[config.mk]
export PLATFORM = sky130hd
export DESIGN_NAME = pipe_ctrl_stage
export DESIGN_NICKNAME = d
export VERILOG_FILES = /design/src/rtl/pipe_pkg.sv /design/src/rtl/pipe_slot.sv /design/src/rtl/pipe_ctrl_stage.sv
export SDC_FILE = /design/constraint.sdc
export NUM_CORES = 1
export LEC_CHECK = 0
export ABC_CLOCK_PERIOD_IN_PS = 3500
export CORE_AREA = 10 10 47 49
export DETAILED_ROUTE_END_ITERATION = 6
export DIE_AREA = 0 0 57 59
export GPL_TIMING_DRIVEN = 1
export PLACE_DENSITY = 0.76
export SYNTH_ARGS = -nofsm -noshare
export SYNTH_HDL_FRONTEND = slang
export SYNTH_SLANG_ARGS = --single-unit
[constraint.sdc]
create_clock -name clk -period 3.5 [get_ports clk]
set_input_delay 0.525 -clock clk [delete_from_list [all_inputs] [get_ports clk]]
set_output_delay 0.525 -clock clk [all_outputs]
set_load 0.05 [all_outputs]
[src/rtl/pipe_pkg.sv]
`default_nettype none
// ============================================================================
// Module      : pipe_pkg
// Description : Shared types for the handshake pipeline-stage registers:
//               occupancy state encoding and the E->M control bundle.
// Revision    : 1.0 - initial release
// ============================================================================
package pipe_pkg;

  // Encoding is chosen so that the state value is also the occupancy count.
  typedef enum logic [1:0] {
    ST_EMPTY = 2'd0,
    ST_ONE   = 2'd1,
    ST_TWO   = 2'd2
  } pipe_state_t;

  // Default payload carried between Execute and Memory.
  typedef struct packed {
    logic       reg_write;
    logic [1:0] result_src;
    logic       mem_write;
  } em_ctrl_t;

  // All-zero bundle: no register write, no memory write, inert result select.
  localparam em_ctrl_t EM_BUBBLE = '0;

endpackage : pipe_pkg
`default_nettype wire

[src/rtl/pipe_slot.sv]
`default_nettype none
// ============================================================================
// Module      : pipe_slot
// Description : Asynchronously reset, enable-gated payload register. One
//               instance holds the stage's main entry, another the skid entry.
// Revision    : 1.0 - initial release
// ============================================================================
module pipe_slot #(
  parameter int           W       = 4,
  parameter logic [W-1:0] RST_VAL = '0
) (
  input  logic         clk,
  input  logic         rst,
  input  logic         en,
  input  logic [W-1:0] d,
  output logic [W-1:0] q
);

  // Capture d only when enabled; reset forces the bubble value immediately.
  always_ff @(posedge clk or posedge rst) begin
    if (rst) begin
      q <= RST_VAL;
    end else if (en) begin
      q <= d;
    end
  end

endmodule : pipe_slot
`default_nettype wire

[src/rtl/pipe_ctrl_stage.sv]
`default_nettype none
// ============================================================================
// Module      : pipe_ctrl_stage
// Description : Handshake pipeline-stage register with stall back-pressure,
//               synchronous flush (bubble insertion) and an optional skid
//               slot that makes in_ready a purely registered signal.
// Revision    : 1.0 - initial release
// ============================================================================
module pipe_ctrl_stage
  import pipe_pkg::*;
#(
  parameter int                DATA_W = $bits(em_ctrl_t),
  parameter logic [DATA_W-1:0] BUBBLE = '0,
  parameter int                SKID   = 1
) (
  input  logic              clk,
  input  logic              rst,
  input  logic              flush,
  input  logic              in_valid,
  output logic              in_ready,
  input  logic [DATA_W-1:0] in_data,
  output logic              out_valid,
  input  logic              out_ready,
  output logic [DATA_W-1:0] out_data,
  output logic [1:0]        occupancy
);

  pipe_state_t       state;
  pipe_state_t       state_nxt;

  logic              push;
  logic              pop;

  logic              main_en;
  logic [DATA_W-1:0] main_d;
  logic [DATA_W-1:0] main_q;

  logic              skid_en;
  logic [DATA_W-1:0] skid_d;
  logic [DATA_W-1:0] skid_q;

  // Handshake qualifiers. A flushed cycle never accepts upstream data, but a
  // pop in that cycle is still a completed transfer from the consumer's view.
  assign push = in_valid && in_ready && !flush;
  assign pop  = out_valid && out_ready;

  // Everything visible downstream is decoded from registered state only.
  assign out_valid = (state != ST_EMPTY);
  assign out_data  = out_valid ? main_q : BUBBLE;
  assign occupancy = state;

  // Ready decode: the skid variant advertises room from state alone; the
  // single-entry variant may accept while its entry is being popped.
  generate
    if (SKID != 0) begin : g_ready_skid
      assign in_ready = (state != ST_TWO);
    end else begin : g_ready_direct
      assign in_ready = (state == ST_EMPTY) || out_ready;
    end
  endgenerate

  // Occupancy state register.
  always_ff @(posedge clk or posedge rst) begin
    if (rst) begin
      state <= ST_EMPTY;
    end else begin
      state <= state_nxt;
    end
  end

  // Next-state and slot-write decode; flush overrides any push/pop update.
  always_comb begin
    state_nxt = state;
    main_en   = 1'b0;
    main_d    = in_data;
    skid_en   = 1'b0;
    skid_d    = in_data;

    if (flush) begin
      state_nxt = ST_EMPTY;
      main_en   = 1'b1;
      main_d    = BUBBLE;
      skid_en   = 1'b1;
      skid_d    = BUBBLE;
    end else begin
      case (state)
        ST_EMPTY: begin
          if (push) begin
            state_nxt = ST_ONE;
            main_en   = 1'b1;
          end
        end

        ST_ONE: begin
          if (push && pop) begin
            // Head leaves while a new entry arrives: replace in place.
            main_en = 1'b1;
          end else if (push) begin
            // Only reachable with a skid slot; the single-entry variant
            // deasserts in_ready whenever out_ready is low in ONE.
            if (SKID != 0) begin
              state_nxt = ST_TWO;
              skid_en   = 1'b1;
            end
          end else if (pop) begin
            state_nxt = ST_EMPTY;
            main_en   = 1'b1;
            main_d    = BUBBLE;
          end
        end

        ST_TWO: begin
          // in_ready is low here, so only a pop can move the state.
          if (pop) begin
            state_nxt = ST_ONE;
            main_en   = 1'b1;
            main_d    = skid_q;
            skid_en   = 1'b1;
            skid_d    = BUBBLE;
          end
        end

        default: begin
          // Unused encoding: recover to a clean empty stage.
          state_nxt = ST_EMPTY;
          main_en   = 1'b1;
          main_d    = BUBBLE;
          skid_en   = 1'b1;
          skid_d    = BUBBLE;
        end
      endcase
    end
  end

  pipe_slot #(
    .W       (DATA_W),
    .RST_VAL (BUBBLE)
  ) u_main_slot (
    .clk (clk),
    .rst (rst),
    .en  (main_en),
    .d   (main_d),
    .q   (main_q)
  );

  generate
    if (SKID != 0) begin : g_skid_slot
      pipe_slot #(
        .W       (DATA_W),
        .RST_VAL (BUBBLE)
      ) u_skid_slot (
        .clk (clk),
        .rst (rst),
        .en  (skid_en),
        .d   (skid_d),
        .q   (skid_q)
      );
    end else begin : g_no_skid
      // No second entry exists; the refill source is never selected.
      assign skid_q = BUBBLE;
    end
  endgenerate

endmodule : pipe_ctrl_stage
`default_nettype wire
==> report_table.html <==
<table>
<tr><th>Metric</th><th>Value</th></tr>
<tr><th colspan="2">Outcome</th></tr>
<tr><td>Outcome</td><td>complete, no violations</td></tr>
<tr><th colspan="2">Setup path</th></tr>
<tr><td>Crit path depth</td><td>3</td></tr>
<tr><td>Worst Path Required</td><td>2.97 ns</td></tr>
<tr><td>Worst path max stage delay</td><td>0.82 ns</td></tr>
<tr><td>Depth of the most critical reg-to-reg path</td><td>3</td></tr>
<tr><td>CP Buf/Inv Count</td><td>1</td></tr>
<tr><td>Worst Setup Start Kind</td><td>flop</td></tr>
<tr><td>CP endpoint kind</td><td>primary output</td></tr>
<tr><td>Chain of cells forming the critical path</td><td>nor2_1, nor2b_1, clkdlybuf4s50_1</td></tr>
<tr><td>Highest fanout seen on the critical path</td><td>12</td></tr>
<tr><td>Worst Setup Path Type</td><td>flop to primary output</td></tr>
<tr><td>Worst EP arrival</td><td>1.97 ns</td></tr>
<tr><td>CP top delay family</td><td>buffers and inverters</td></tr>
<tr><td>Cell with the biggest individual delay on the critical path</td><td>sky130_fd_sc_hd__clkdlybuf4s50_1</td></tr>
<tr><th colspan="2">Synthesis</th></tr>
<tr><td>Seq/Total Area, Yosys</td><td>40.8%</td></tr>
<tr><td>Number of instances in the synthesized netlist</td><td>61</td></tr>
<tr><td>Total of flip-flops plus latches after synthesis</td><td>10</td></tr>
<tr><td>Netlist Area Pre-Place</td><td>613 sq um</td></tr>
<tr><td>Warnings, synthesis</td><td>0</td></tr>
<tr><td>Number of library cell types mapped by synthesis</td><td>23</td></tr>
<tr><td>Synth Area per Inst</td><td>10.1 sq um</td></tr>
<tr><td>Mapped Nets</td><td>70</td></tr>
<tr><th colspan="2">Routing</th></tr>
<tr><td>Post-route DRC</td><td>0</td></tr>
<tr><td>Total via count after detailed routing</td><td>513</td></tr>
<tr><td>Number of detailed-routing iterations run before antenna repair</td><td>4</td></tr>
<tr><td>Final antenna-violating net count</td><td>0</td></tr>
<tr><td>Final WL</td><td>1400 um</td></tr>
<tr><td>DR vias/cell</td><td>5.46</td></tr>
<tr><td>Average wire length per cell after detail routing</td><td>14.9 um</td></tr>
<tr><td>Number of DRC violations after detailed-routing iteration 0</td><td>11</td></tr>
<tr><th colspan="2">Timing</th></tr>
<tr><td>Final setup TNS</td><td>0 ns</td></tr>
<tr><td>Share of the cycle needed by the critical path after routing</td><td>71.3%</td></tr>
<tr><td>Final hold violation count</td><td>0</td></tr>
<tr><td>Final setup violation count</td><td>0</td></tr>
<tr><td>Transition time at the pin with the least slew margin</td><td>0.506 ns</td></tr>
<tr><td>Final setup skew</td><td>0.00193 ns</td></tr>
<tr><td>Number of max-slew violations in the final report</td><td>0</td></tr>
<tr><td>Slew headroom</td><td>66.2%</td></tr>
<tr><td>Unrepaired setup endpoints after global routing</td><td>false</td></tr>
<tr><td>Crit path time final</td><td>2.50 ns</td></tr>
<tr><td>Highest achievable clock rate</td><td>401 MHz</td></tr>
<tr><th colspan="2">Place</th></tr>
<tr><td>Post-detailed-placement half-perimeter wirelength</td><td>1070 um</td></tr>
<tr><td>Final Wtd Congestion</td><td>0.761</td></tr>
<tr><td>Post-DP Area</td><td>771 sq um</td></tr>
<tr><td>Number of buffers added on ports</td><td>16</td></tr>
<tr><td>Cell total after placement</td><td>91</td></tr>
<tr><th colspan="2">Clock tree</th></tr>
<tr><td>Max Root-Sink Buffers</td><td>2</td></tr>
<tr><td>Clock Latency Late Sink</td><td>0.26 ns</td></tr>
<tr><td>Post-CTS Resized</td><td>0</td></tr>
<tr><td>Number of sinks handled by clock tree synthesis</td><td>10</td></tr>
<tr><td>Clk Tree Root Cell</td><td>sky130_fd_sc_hd__clkbuf_4</td></tr>
<tr><td>Clock buffers created by TritonCTS</td><td>3</td></tr>
<tr><td>Buffers inserted by post-CTS timing repair</td><td>0</td></tr>
<tr><td>CTS tree</td><td>built</td></tr>
<tr><td>CTS hold repair buffers</td><td>0</td></tr>
<tr><td>Clock-pin slew of the registers on the worst-case setup and hold paths</td><td>0.06 ns</td></tr>
<tr><td>CTS H-Tree Depth</td><td>1</td></tr>
<tr><th colspan="2">Pwr</th></tr>
<tr><td>Leakage power</td><td>0.367 nW</td></tr>
<tr><td>Peak ir drop on the vdd network</td><td>0.000178 V</td></tr>
<tr><td>Power density cells</td><td>351 nW/um^2</td></tr>
<tr><th colspan="2">Final layout</th></tr>
<tr><td>Non-Filler Instances</td><td>94</td></tr>
<tr><td>Utilization of the core after routing</td><td>56.6%</td></tr>
<tr><td>Ant diodes</td><td>0</td></tr>
<tr><td>Leading cell type in the layout, fill and taps excluded</td><td>sky130_fd_sc_hd__clkdlybuf4s50_1</td></tr>
<tr><td>Share of layout cells above drive strength 1</td><td>7.69%</td></tr>
<tr><td>Filler cell count in the final layout</td><td>130</td></tr>
<tr><td>Layout-stage area growth over the synthesis result</td><td>29.4%</td></tr>
<tr><td>Sequential cell area</td><td>250 sq um</td></tr>
<tr><td>NumNets Final</td><td>89</td></tr>
<tr><td>Commonest non-fill, non-tap cells in the layout</td><td>sky130_fd_sc_hd__clkdlybuf4s50_1 (16), sky130_fd_sc_hd__dfrtp_1 (10), sky130_fd_sc_hd__nor2_1 (5), sky130_fd_sc_hd__a21oi_1 (5), sky130_fd_sc_hd__nand2b_1 (5)</td></tr>
<tr><td>Area of the multi-input gates</td><td>329 sq um</td></tr>
<tr><td>Fin area</td><td>793 sq um</td></tr>
<tr><th colspan="2">Floorplanning</th></tr>
<tr><td>Floorplan die width</td><td>57 um</td></tr>
<tr><td>Top-level port count</td><td>17</td></tr>
<tr><td>FP Rows</td><td>14</td></tr>
<tr><td>Area of the die</td><td>3360 sq um</td></tr>
<tr><td>Core area</td><td>1400 sq um</td></tr>
<tr><td>Initial Utilization</td><td>43.7%</td></tr>
<tr><td>Y dimension of the die</td><td>59 um</td></tr>
<tr><th colspan="2">Global route</th></tr>
<tr><td>Overflow left after global routing</td><td>0</td></tr>
<tr><td>Maximum number of pins on one net before global-route repair</td><td>13</td></tr>
<tr><td>Number of antenna violations at the first check in global routing</td><td>0</td></tr>
<tr><td>Met1 track demand over resource in global routing</td><td>10.0%</td></tr>
<tr><td>Global routing usage on met3</td><td>4.51%</td></tr>
<tr><td>Routing usage on met2</td><td>13.5%</td></tr>
<tr><td>Total global routing track utilization</td><td>8.83%</td></tr>
<tr><td>Wire length of the first global-routing pass</td><td>2360 um</td></tr>
<tr><td>Most Used Layer, Global Route</td><td>met2</td></tr>
<tr><td>Vias in the first global route</td><td>487</td></tr>
<tr><th colspan="2">Hold path</th></tr>
<tr><td>Hold Crit Class</td><td>flop to flop</td></tr>
<tr><td>WHS Path Cells</td><td>1</td></tr>
<tr><th colspan="2">Run</th></tr>
<tr><td>Maximum Capacitance Violations</td><td>0</td></tr>
</table>
-- final timing paths --
path                                              start                                       end  slack [ns]
hold reg to reg            u_main_slot.q[3]$_DFFE_PP0P_              u_main_slot.q[3]$_DFFE_PP0P_        0.49
setup reg to reg               occupancy[0]$_DFFE_PP0P_  g_skid_slot.u_skid_slot.q[2]$_DFFE_PP0P_        2.12
hold / removal             u_main_slot.q[3]$_DFFE_PP0P_              u_main_slot.q[3]$_DFFE_PP0P_        0.49
min in group asynchronous                           rst                  occupancy[1]$_DFFE_PP0P_        0.54
setup / recovery               occupancy[0]$_DFFE_PP0P_                               out_data[3]        1.00
max in group asynchronous                           rst  g_skid_slot.u_skid_slot.q[1]$_DFFE_PP0P_        2.69
-- cell type report --
cell class                 instances  area share, %
clock buffer                       3           2.84
inverter                           3           1.42
multi-input combinational         46           41.5
sequential                        10           31.5
tap                               16           2.52
timing repair buffer              16           20.2
-- cell usage after synthesis, drive strengths merged --
| master | instances | area [sq um] |
|---|---|---|
| o2bb2ai | 4 | 35.0 |
| dfrtp | 10 | 250 |
| and3b | 1 | 8.76 |
| buf | 2 | 22.5 |
| nand2 | 3 | 13.8 |
| mux2i | 4 | 40.0 |
| o211a | 1 | 10.0 |
| a211oi | 1 | 7.51 |
| o21ai | 1 | 5.00 |
| nor3 | 2 | 21.3 |
| or2 | 1 | 6.26 |
| and2b | 1 | 7.51 |
| a22o | 4 | 35.0 |
| inv | 3 | 11.3 |
| a2bb2oi | 2 | 17.5 |
| nor2b | 4 | 25.0 |
| nand2b | 6 | 45.0 |
| o21bai | 1 | 7.51 |
| a21oi | 5 | 25.0 |
| nor2 | 5 | 18.8 |
-- stage by stage --
step | hold slack [ns] | power (mW) | setup slack [ns]
detailed placement | 0.466 | 0.204 | 1.29
global route | 0.508 | 0.293 | 0.851
global placement | 0.471 | 0.203 | 1.32
finish | 0.486 | 0.278 | 1.00
CTS | 0.492 | 0.280 | 0.997
floorplan | 0.365 | 0.179 | 1.28
-- kinds of logic (layout without fill, tap and decap cells) --
family,Yosys count,after routing,share of synthesized area [%]
flip-flops,10,10,40.8
AND/OR/NAND/NOR,23,23,23.9
AO/OA/AOI/OAI,19,19,23.3
multiplexers,4,4,6.53
buffers and inverters,5,22,5.51
-- worst register-to-register path, stage by stage, from the launching register on --
cell                       delay [ns]
sky130_fd_sc_hd__dfrtp_1         0.57
sky130_fd_sc_hd__nand2b_4        0.10
sky130_fd_sc_hd__nor3_1          0.42
sky130_fd_sc_hd__a22o_1          0.23
-- metal layers --
metal / vias up / share of wire, %
met2: 14 / 43
met1: 246 / 49
met3: 2 / 7.7
met4: 0 / 0.72
li1: 251 / -
met5: - / 0
-- where the power goes --
group	internal [mW]	switching, mW
Clock	0.0396	0.0374
Sequential	0.121	0.00658
Combinational	0.0319	0.0414
-- sequential cells by signal, indices dropped and copies added, names as in the netlist --
| signal | flops |
|---|---|
| g_skid_slot.u_skid_slot.q | 4 |
| occupancy | 2 |
| u_main_slot.q | 4 |
No activity file was read; power rests on OpenSTA's default activity.
